[src/rtl/tug_pkg.sv]
// Tug-of-war match controller: shared state encoding, defaults and helpers.
package tug_pkg;

  typedef enum logic [2:0] {
    ST_IDLE,
    ST_COUNTDOWN,
    ST_PLAY,
    ST_ROUND_END,
    ST_MATCH_OVER
  } tug_state_e;

  // Default match configuration
  localparam int unsigned WIN_ROUNDS    = 3;
  localparam int unsigned COUNTDOWN_CYC = 8;

  // Datapath widths
  localparam int unsigned SCORE_W = 3;
  localparam int unsigned CNT_W   = 8;

  localparam logic [SCORE_W-1:0] SCORE_MAX = '1;

  // Increment a score, sticking at the display maximum instead of wrapping
  function automatic logic [SCORE_W-1:0] sat_inc(input logic [SCORE_W-1:0] v);
    return (v == SCORE_MAX) ? v : v + 1'b1;
  endfunction

endpackage

[src/rtl/tug_match_ctrl_round_timer.sv]
// Loadable down-counter with zero flag, used for the pre-round hold.
module round_timer #(
  parameter int unsigned CNT_W = 8
) (
  input  logic             clk,
  input  logic             rst_n,
  input  logic             load_i,
  input  logic [CNT_W-1:0] load_val_i,
  input  logic             dec_i,
  output logic [CNT_W-1:0] count_o,
  output logic             zero_o
);

  logic [CNT_W-1:0] count_q, count_d;

  // Load has priority over decrement; decrement never wraps below zero
  always_comb begin
    count_d = count_q;
    if (load_i) begin
      count_d = load_val_i;
    end else if (dec_i && (count_q != '0)) begin
      count_d = count_q - 1'b1;
    end
  end

  // Counter register
  always_ff @(posedge clk or negedge rst_n) begin
    if (!rst_n) begin
      count_q <= '0;
    end else begin
      count_q <= count_d;
    end
  end

  assign count_o = count_q;
  assign zero_o  = (count_q == '0);

endmodule

[src/rtl/tug_match_ctrl.sv]
// Tug-of-war match sequencer: countdown, pull arbitration, scoring, match end.
module tug_match_ctrl
  import tug_pkg::*;
#(
  parameter int unsigned WIN_ROUNDS    = tug_pkg::WIN_ROUNDS,
  parameter int unsigned COUNTDOWN_CYC = tug_pkg::COUNTDOWN_CYC
) (
  input  logic               clk,
  input  logic               reset,
  input  logic               start,
  input  logic               human_pull,
  input  logic               cpu_pull,
  input  logic               round_win_l,
  input  logic               round_win_r,
  output logic               pull_l,
  output logic               pull_r,
  output logic               field_clr,
  output logic               play_en,
  output logic [SCORE_W-1:0] score_l,
  output logic [SCORE_W-1:0] score_r,
  output logic               match_over,
  output logic               winner_r
);

  localparam logic [SCORE_W-1:0] WIN_SCORE = SCORE_W'(WIN_ROUNDS);
  localparam logic [CNT_W-1:0]   CD_LOAD   = CNT_W'(COUNTDOWN_CYC - 1);

  tug_state_e         state_q, state_d;
  logic               start_q;
  logic [SCORE_W-1:0] score_l_q, score_l_d;
  logic [SCORE_W-1:0] score_r_q, score_r_d;
  logic               pull_l_q, pull_l_d;
  logic               pull_r_q, pull_r_d;

  logic               start_edge;
  logic               tmr_load;
  logic               tmr_dec;
  logic               tmr_zero;
  logic [CNT_W-1:0]   tmr_count;

  assign start_edge = start & ~start_q;

  round_timer #(
    .CNT_W (CNT_W)
  ) u_round_timer (
    .clk        (clk),
    .rst_n      (reset),
    .load_i     (tmr_load),
    .load_val_i (CD_LOAD),
    .dec_i      (tmr_dec),
    .count_o    (tmr_count),
    .zero_o     (tmr_zero)
  );

  // Next-state, scoring, timer control and pull arbitration
  always_comb begin
    state_d   = state_q;
    score_l_d = score_l_q;
    score_r_d = score_r_q;
    tmr_load  = 1'b0;
    tmr_dec   = 1'b0;
    pull_l_d  = 1'b0;
    pull_r_d  = 1'b0;

    unique case (state_q)
      ST_IDLE, ST_MATCH_OVER: begin
        if (start_edge) begin
          score_l_d = '0;
          score_r_d = '0;
          tmr_load  = 1'b1;
          state_d   = ST_COUNTDOWN;
        end
      end

      ST_COUNTDOWN: begin
        if (tmr_zero) begin
          state_d = ST_PLAY;
        end else begin
          tmr_dec = 1'b1;
        end
      end

      ST_PLAY: begin
        // A simultaneous win on both edges is a draw: no score change
        if (round_win_r && !round_win_l) begin
          score_r_d = sat_inc(score_r_q);
        end else if (round_win_l && !round_win_r) begin
          score_l_d = sat_inc(score_l_q);
        end
        if (round_win_l || round_win_r) begin
          state_d = ST_ROUND_END;
        end else begin
          // Grants only while staying in PLAY, so none lands after exit
          pull_r_d = human_pull & ~cpu_pull;
          pull_l_d = cpu_pull & ~human_pull;
        end
      end

      ST_ROUND_END: begin
        if ((score_l_q == WIN_SCORE) || (score_r_q == WIN_SCORE)) begin
          state_d = ST_MATCH_OVER;
        end else begin
          tmr_load = 1'b1;
          state_d  = ST_COUNTDOWN;
        end
      end

      default: begin
        state_d = ST_IDLE;
      end
    endcase
  end

  // State, start-edge history, scores and registered pull grants
  always_ff @(posedge clk or negedge reset) begin
    if (!reset) begin
      state_q   <= ST_IDLE;
      start_q   <= 1'b0;
      score_l_q <= '0;
      score_r_q <= '0;
      pull_l_q  <= 1'b0;
      pull_r_q  <= 1'b0;
    end else begin
      state_q   <= state_d;
      start_q   <= start;
      score_l_q <= score_l_d;
      score_r_q <= score_r_d;
      pull_l_q  <= pull_l_d;
      pull_r_q  <= pull_r_d;
    end
  end

  // State-decoded outputs
  always_comb begin
    field_clr  = (state_q == ST_IDLE) || (state_q == ST_COUNTDOWN) ||
                 (state_q == ST_ROUND_END);
    play_en    = (state_q == ST_PLAY);
    match_over = (state_q == ST_MATCH_OVER);
    winner_r   = (state_q == ST_MATCH_OVER) && (score_r_q == WIN_SCORE);
  end

  assign pull_l  = pull_l_q;
  assign pull_r  = pull_r_q;
  assign score_l = score_l_q;
  assign score_r = score_r_q;

endmodule
[config.mk]
export PLATFORM = sky130hd
export DESIGN_NAME = tug_match_ctrl
export DESIGN_NICKNAME = d
export VERILOG_FILES = /design/src/rtl/tug_pkg.sv /design/src/rtl/tug_match_ctrl_round_timer.sv /design/src/rtl/tug_match_ctrl.sv
export SDC_FILE = /design/constraint.sdc
export NUM_CORES = 1
export LEC_CHECK = 0
export CORE_MARGIN = 10
export CORE_UTILIZATION = 32
export CTS_BUF_LIST = sky130_fd_sc_hd__clkbuf_8 sky130_fd_sc_hd__clkbuf_16
export DETAILED_ROUTE_END_ITERATION = 10
export GPL_ROUTABILITY_DRIVEN = 0
export MAX_ROUTING_LAYER = met4
export PLACE_DENSITY_LB_ADDON = 0.05
export SYNTH_ARGS = -nofsm -noshare
export SYNTH_HDL_FRONTEND = slang
export SYNTH_SLANG_ARGS = --single-unit
[constraint.sdc]
create_clock -name clk -period 4 [get_ports clk]
set_clock_uncertainty 0.2 [all_clocks]
set_input_delay 1 -clock clk [delete_from_list [all_inputs] [get_ports clk]]
set_output_delay 1 -clock clk [all_outputs]
set_load 0.05 [all_outputs]
==> flow_metrics.py <==
metrics = {
    "status": {
        "status": "complete, no violations",
    },
    "clocking": {
        "clock_latency_ps": 250,
        "root_buffer": "clkbuf_8",
        "cts_tree": "yes",
        "htreeDepth": 1,
        "post_cts_buffers": 0,
        "ctsHoldBuffers": 0,
        "cts_inserted_buffers": 3,
        "post_cts_resized": 0,
        "clk_pin_slew_ps": 70,
        "ctsLongestPathBuffers": 2,
        "numClockSinks": 20,
    },
    "die": {
        "core_area_sq_um": 3360,
        "io_pins": 19,
        "die_h_um": 79.2,
        "initial_core_util": 0.333,
        "num_rows": 21,
        "die_width_um": 79.2,
        "dieArea_sq_um": 6270,
    },
    "synthesis": {
        "ys_types": 37,
        "async_flop_share": 1.00,
        "synth.net_count": 124,
        "ys.warnings.count": 0,
        "postSynthCellCount": 109,
        "ys_ff_latch": 20,
        "synth_top_area_share": 0.447,
        "synth_flop_cell": "dfrtp_1",
        "synthTopCellsByArea": "dfrtp_1 (45%), ha_1 (8.9%), mux2i_1 (5.4%)",
        "synth_edf_count": 0,
        "yosysSeqAreaShare": 0.447,
        "syn_area_sq_um": 1120,
        "avgSynthCellArea_sq_um": 10.3,
        "yosysTopAreaCell": "dfrtp_1",
    },
    "routing": {
        "num_vias": 818,
        "routed_wl_um": 2390,
        "dr_wl_met2_um": 957,
        "wl_met3_um": 102,
        "drcViolationCount": 0,
        "wl_per_cell_um": 13.7,
        "drtPass1Iterations": 4,
        "antenna_left": 0,
        "viasPerCell": 4.70,
        "drt-met1-wl_um": 1310,
        "top_layer_used": "met4",
        "first_iter_violations": 46,
    },
    "critical_path": {
        "reg2regPathDepth": 4,
        "r2r-start": "u_round_timer.count_o[3]",
        "startpoint": "state_q[2]",
        "critPathRequiredTime_ps": 2800,
        "worstPathMaxFanout": 6,
        "timing.rr.end": "u_round_timer.count_o[1]",
        "cp-endpoint": "play_en",
        "start_kind": "flip-flop",
        "critPathKind": "reg -> out",
        "worst_ep_arrival_time_ps": 2030,
        "ff2ff_setup_slack_ps": 1990,
        "crit_path_end_kind": "primary output",
    },
    "power": {
        "powerDensity_nw_per_um2": 685,
        "p_clk_frac": 0.140,
        "p_leak_nw": 0.650,
        "comb_power_share": 0.502,
        "power.switching_w": 0.000424,
        "p_int_w": 0.000520,
        "switching_share": 0.449,
        "p_seq_frac": 0.358,
        "peakVddDrop_uv": 244,
    },
    "min_path": {
        "hp-class": "reg -> reg",
    },
    "sta": {
        "min_period_over_period": 0.807,
        "fmax_ghz": 0.310,
        "tns_ps": 0,
        "worst_pin_slew_ps": 949,
        "slew_headroom": 0.366,
        "period_needed_ps": 3230,
        "drv_slew": 0,
        "rsz0062_at_grt": "false",
        "whs_ps": 311,
        "hold_viol_final": 0,
        "setup_viol": 0,
    },
    "cells_and_area": {
        "area_growth_pct": 23.2,
        "n_antenna_cell": 0,
        "final_common_cell": "dfrtp_1",
        "layout-drive-gt1-share": 0.0859,
        "mostFrequentLayoutCells": "dfrtp_1 (20), clkdlybuf4s50_1 (18), nor2_1 (10), nand2_1 (10)",
        "final_nets": 145,
    },
    "global_routing": {
        "grt_pass1_vias": 868,
        "overflow": 0,
        "grt_pass1_wl_um": 4200,
        "grt_use_total": 0.0830,
        "grt_max_degree": 21,
        "antenna_found_initial": 0,
    },
    "flow_run": {
        "maxCapViolCount": 0,
    },
    "placement": {
        "port-buffer-count": 18,
        "dpl.hpwl_um": 1800,
    },
}
sequential cells by signal (all words and copies together), names as in the netlist:
| name | cells |
|---|---|
| pull_r | 1 |
| u_round_timer.count_o | 8 |
| score_l | 3 |
| start_q | 1 |
| score_r | 3 |
| state_q | 3 |
| pull_l | 1 |
stage by stage:
stage               cell area (sq um)   util  std cells  power, W  setup slack [ps]
finish                           1380  0.410        174  0.000945               773
global route                     1380  0.410        174   0.00103               675
CTS                              1380  0.410        174  0.000961               772
detailed placement               1340  0.398        171  0.000823              1060
global placement                 1340  0.398        171  0.000816              1080
floorplan                        1120      -        109  0.000689              1290
logic make-up (layout without fill, tap and decap cells):
group	Yosys count	count (layout)	share of synthesized area
AOI/OAI and AO/OA	17	17	0.0983
buffers and inverters	10	29	0.0436
muxes	6	6	0.0536
and+or+nand+nor	44	44	0.237
xor gates and xnor gates	4	4	0.0313
adders and majority gates	8	8	0.0894
DFF	20	20	0.447
cell type report:
| cell class | instances | area [sq um] |
|---|---|---|
| flip-flops and latches | 20 | 500 |
| clock buffers | 3 | 41.3 |
| fillers | 362 | 1980 |
| multi-input cells | 79 | 571 |
| well taps | 46 | 57.6 |
| inverters | 8 | 30.0 |
| repair buffers | 18 | 180 |
routing by layer:
metal | up-vias | GRT usage
li1 | 423 | -
met1 | 374 | 0.115
met2 | 19 | 0.113
met3 | 2 | 0.0315
met4 | 0 | 0.0108
met5 | - | -
power by group through the flow:
stage	Sequential [W]	Clock (W)	Combinational, W
2_1_floorplan	0.000403	0	0.000286
3_3_place_gp	0.000339	0	0.000477
3_5_place_dp	0.000342	0	0.000481
4_1_cts	0.000339	0.000139	0.000483
5_1_grt	0.000350	0.000146	0.000532
6_report	0.000338	0.000132	0.000475
worst min-delay path by stage:
stage                                  start                  endpoint  slack, ps  depth (start not counted)
global route                      score_r[0]                score_r[0]        340                          1
detailed placement                score_r[0]                score_r[0]        300                          1
global placement                  score_r[0]                score_r[0]        290                          1
CTS                               score_r[0]                score_r[0]        320                          1
floorplan           u_round_timer.count_o[0]  u_round_timer.count_o[0]        270                          1
finish              u_round_timer.count_o[0]  u_round_timer.count_o[0]        310                          1
Yosys cell counts (2+ instances only):
cell type / instances
dfrtp_1: 20
nand2_1: 10
nor2_1: 10
ha_1: 8
inv_1: 8
mux2i_1: 6
o21ai_0: 4
xor2_1: 4
a21oi_1: 3
and3_1: 3
a31oi_1: 2
nor2b_1: 2
nor3_1: 2
nor3b_1: 2
nor4_1: 2
o31ai_1: 2
worst max-delay path, stage by stage (launching register included):
cell             delay (ps)
dfrtp_1                 450
and2b_4                 310
nand2_4                  70
inv_1                   110
clkdlybuf4s50_1         820
(Power assumes the default switching activity.)
==> variant, RTL diff (same flow settings) <==
The output `pull_l` loses its register stage (`pull_l_q` becomes a continuous assignment).
--- a/src/rtl/tug_match_ctrl.sv
+++ b/src/rtl/tug_match_ctrl.sv
@@ -118,17 +118,17 @@
       start_q   <= 1'b0;
       score_l_q <= '0;
       score_r_q <= '0;
-      pull_l_q  <= 1'b0;
       pull_r_q  <= 1'b0;
     end else begin
       state_q   <= state_d;
       start_q   <= start;
       score_l_q <= score_l_d;
       score_r_q <= score_r_d;
-      pull_l_q  <= pull_l_d;
       pull_r_q  <= pull_r_d;
     end
   end
+
+  assign pull_l_q = pull_l_d;
 
   // State-decoded outputs
   always_comb begin
Function: changed (a bounded check fails within 10 cycles, from zero or initial values and one cycle with reset low).
==> variant against the original RTL <==
- total power is 6.7% lower
- critical endpoint is now pull_l
- final area is 1.6% lower
- largest cell class unchanged
- sequential cell count is 1 lower
- setup slack worse by 200 ps
- first-iteration DRC count is 39% lower
- cell count is 0.57% lower
- utilization hardly changed
- register-to-register slack worse by 80 ps
- synthesized area is 2.8% lower
- fmax is 5.9% lower
- hold slack better by 24 ps
- routed wire length is 2.0% lower
==> variant: results <==
export IMPL_fin_cells=173
export IMPL_layout_nets=143
export IMPL_ys_seq_area_share_pct=43.7
export IMPL_min_delay_path_class="register to register"
export IMPL_dpl_cell_area_sq_um=1310
export IMPL_synth_top_cells_by_count="19 x dfrtp_1, 11 x nor2_1, 9 x nand2_1, 8 x ha_1, 8 x inv_1"
export IMPL_core_sq_um=3310
export IMPL_synth_compound_area_share_pct=11.1
export IMPL_cp_arrival_ps=2230
export IMPL_track_usage_pct=8.26
export IMPL_clkPwrFrac_pct=16.0
export IMPL_m1WireLength_um=1110
export IMPL_internal_power_w=0.000492
export IMPL_grtUsageMet1_pct=10.2
export IMPL_synthMuxAreaShare_pct=2.76
export IMPL_dr_wl_met3_um=72
export IMPL_ir_drop_uv=223
export IMPL_synth_area_leaders="dfrtp_1 44%, ha_1 9.2%, nor2_1 3.8%, xor2_1 3.2%, nand2_1 3.1%"
export IMPL_synthAdderAreaFrac_pct=9.20
export IMPL_synth_top_cell_area_share_pct=43.7
export IMPL_powerSeq_w=0.000325
export IMPL_status="complete, no violations"
export IMPL_tightest_slew_ps=898
export IMPL_synth_xor_area_share_pct=4.83
export IMPL_worst_path_max_fanout=3
export IMPL_syn_avg_cell_area_sq_um=9.99
export IMPL_grt_pass1_wl_um=4130
export IMPL_use_met2_pct=12.7
export IMPL_leakage_nw=0.611
export IMPL_wl_met2_um=1140
export IMPL_p_clk_w=0.000141
export IMPL_drt_total_wl_um=2340
export IMPL_dp_worst_setup_slack_ps=555
export IMPL_vias=819
export IMPL_drt_initial_drc_count=28
export IMPL_hpwl_um=1780
export IMPL_grt_max_degree=20
export IMPL_first_global_vias=841
export IMPL_use_met3_pct=2.16
export IMPL_drive_gt1_share_pct=9.45
## variant: path summary, 6_finish.rpt
check,start,end,slack [ps],cells past startpoint
hold / removal,score_r[0],score_r[0],340,1
setup / recovery,round_win_r,pull_l,570,5
min in group asynchronous,reset,u_round_timer.count_o[5],1040,1
setup reg to reg,u_round_timer.count_o[0],u_round_timer.count_o[7],1910,6
hold reg to reg,score_r[0],score_r[0],340,1
max in group asynchronous,reset,u_round_timer.count_o[7],2000,1
## variant: area by class of cell
| class | instances | area [sq um] |
|---|---|---|
| Inverter | 8 | 30.0 |
| Timing Repair Buffer | 18 | 190 |
| Fill cell | 362 | 1950 |
| Multi-Input combinational cell | 78 | 556 |
| Clock inverter | 1 | 7.51 |
| Tap cell | 46 | 57.6 |
| Sequential cell | 19 | 475 |
| Clock buffer | 3 | 41.3 |
## variant: critical path, cell delays in order
cell	delay [ps]
clkdlybuf4s50_1	440
nor2_1	120
nand2_1	100
nor3b_1	380
buf_12	190
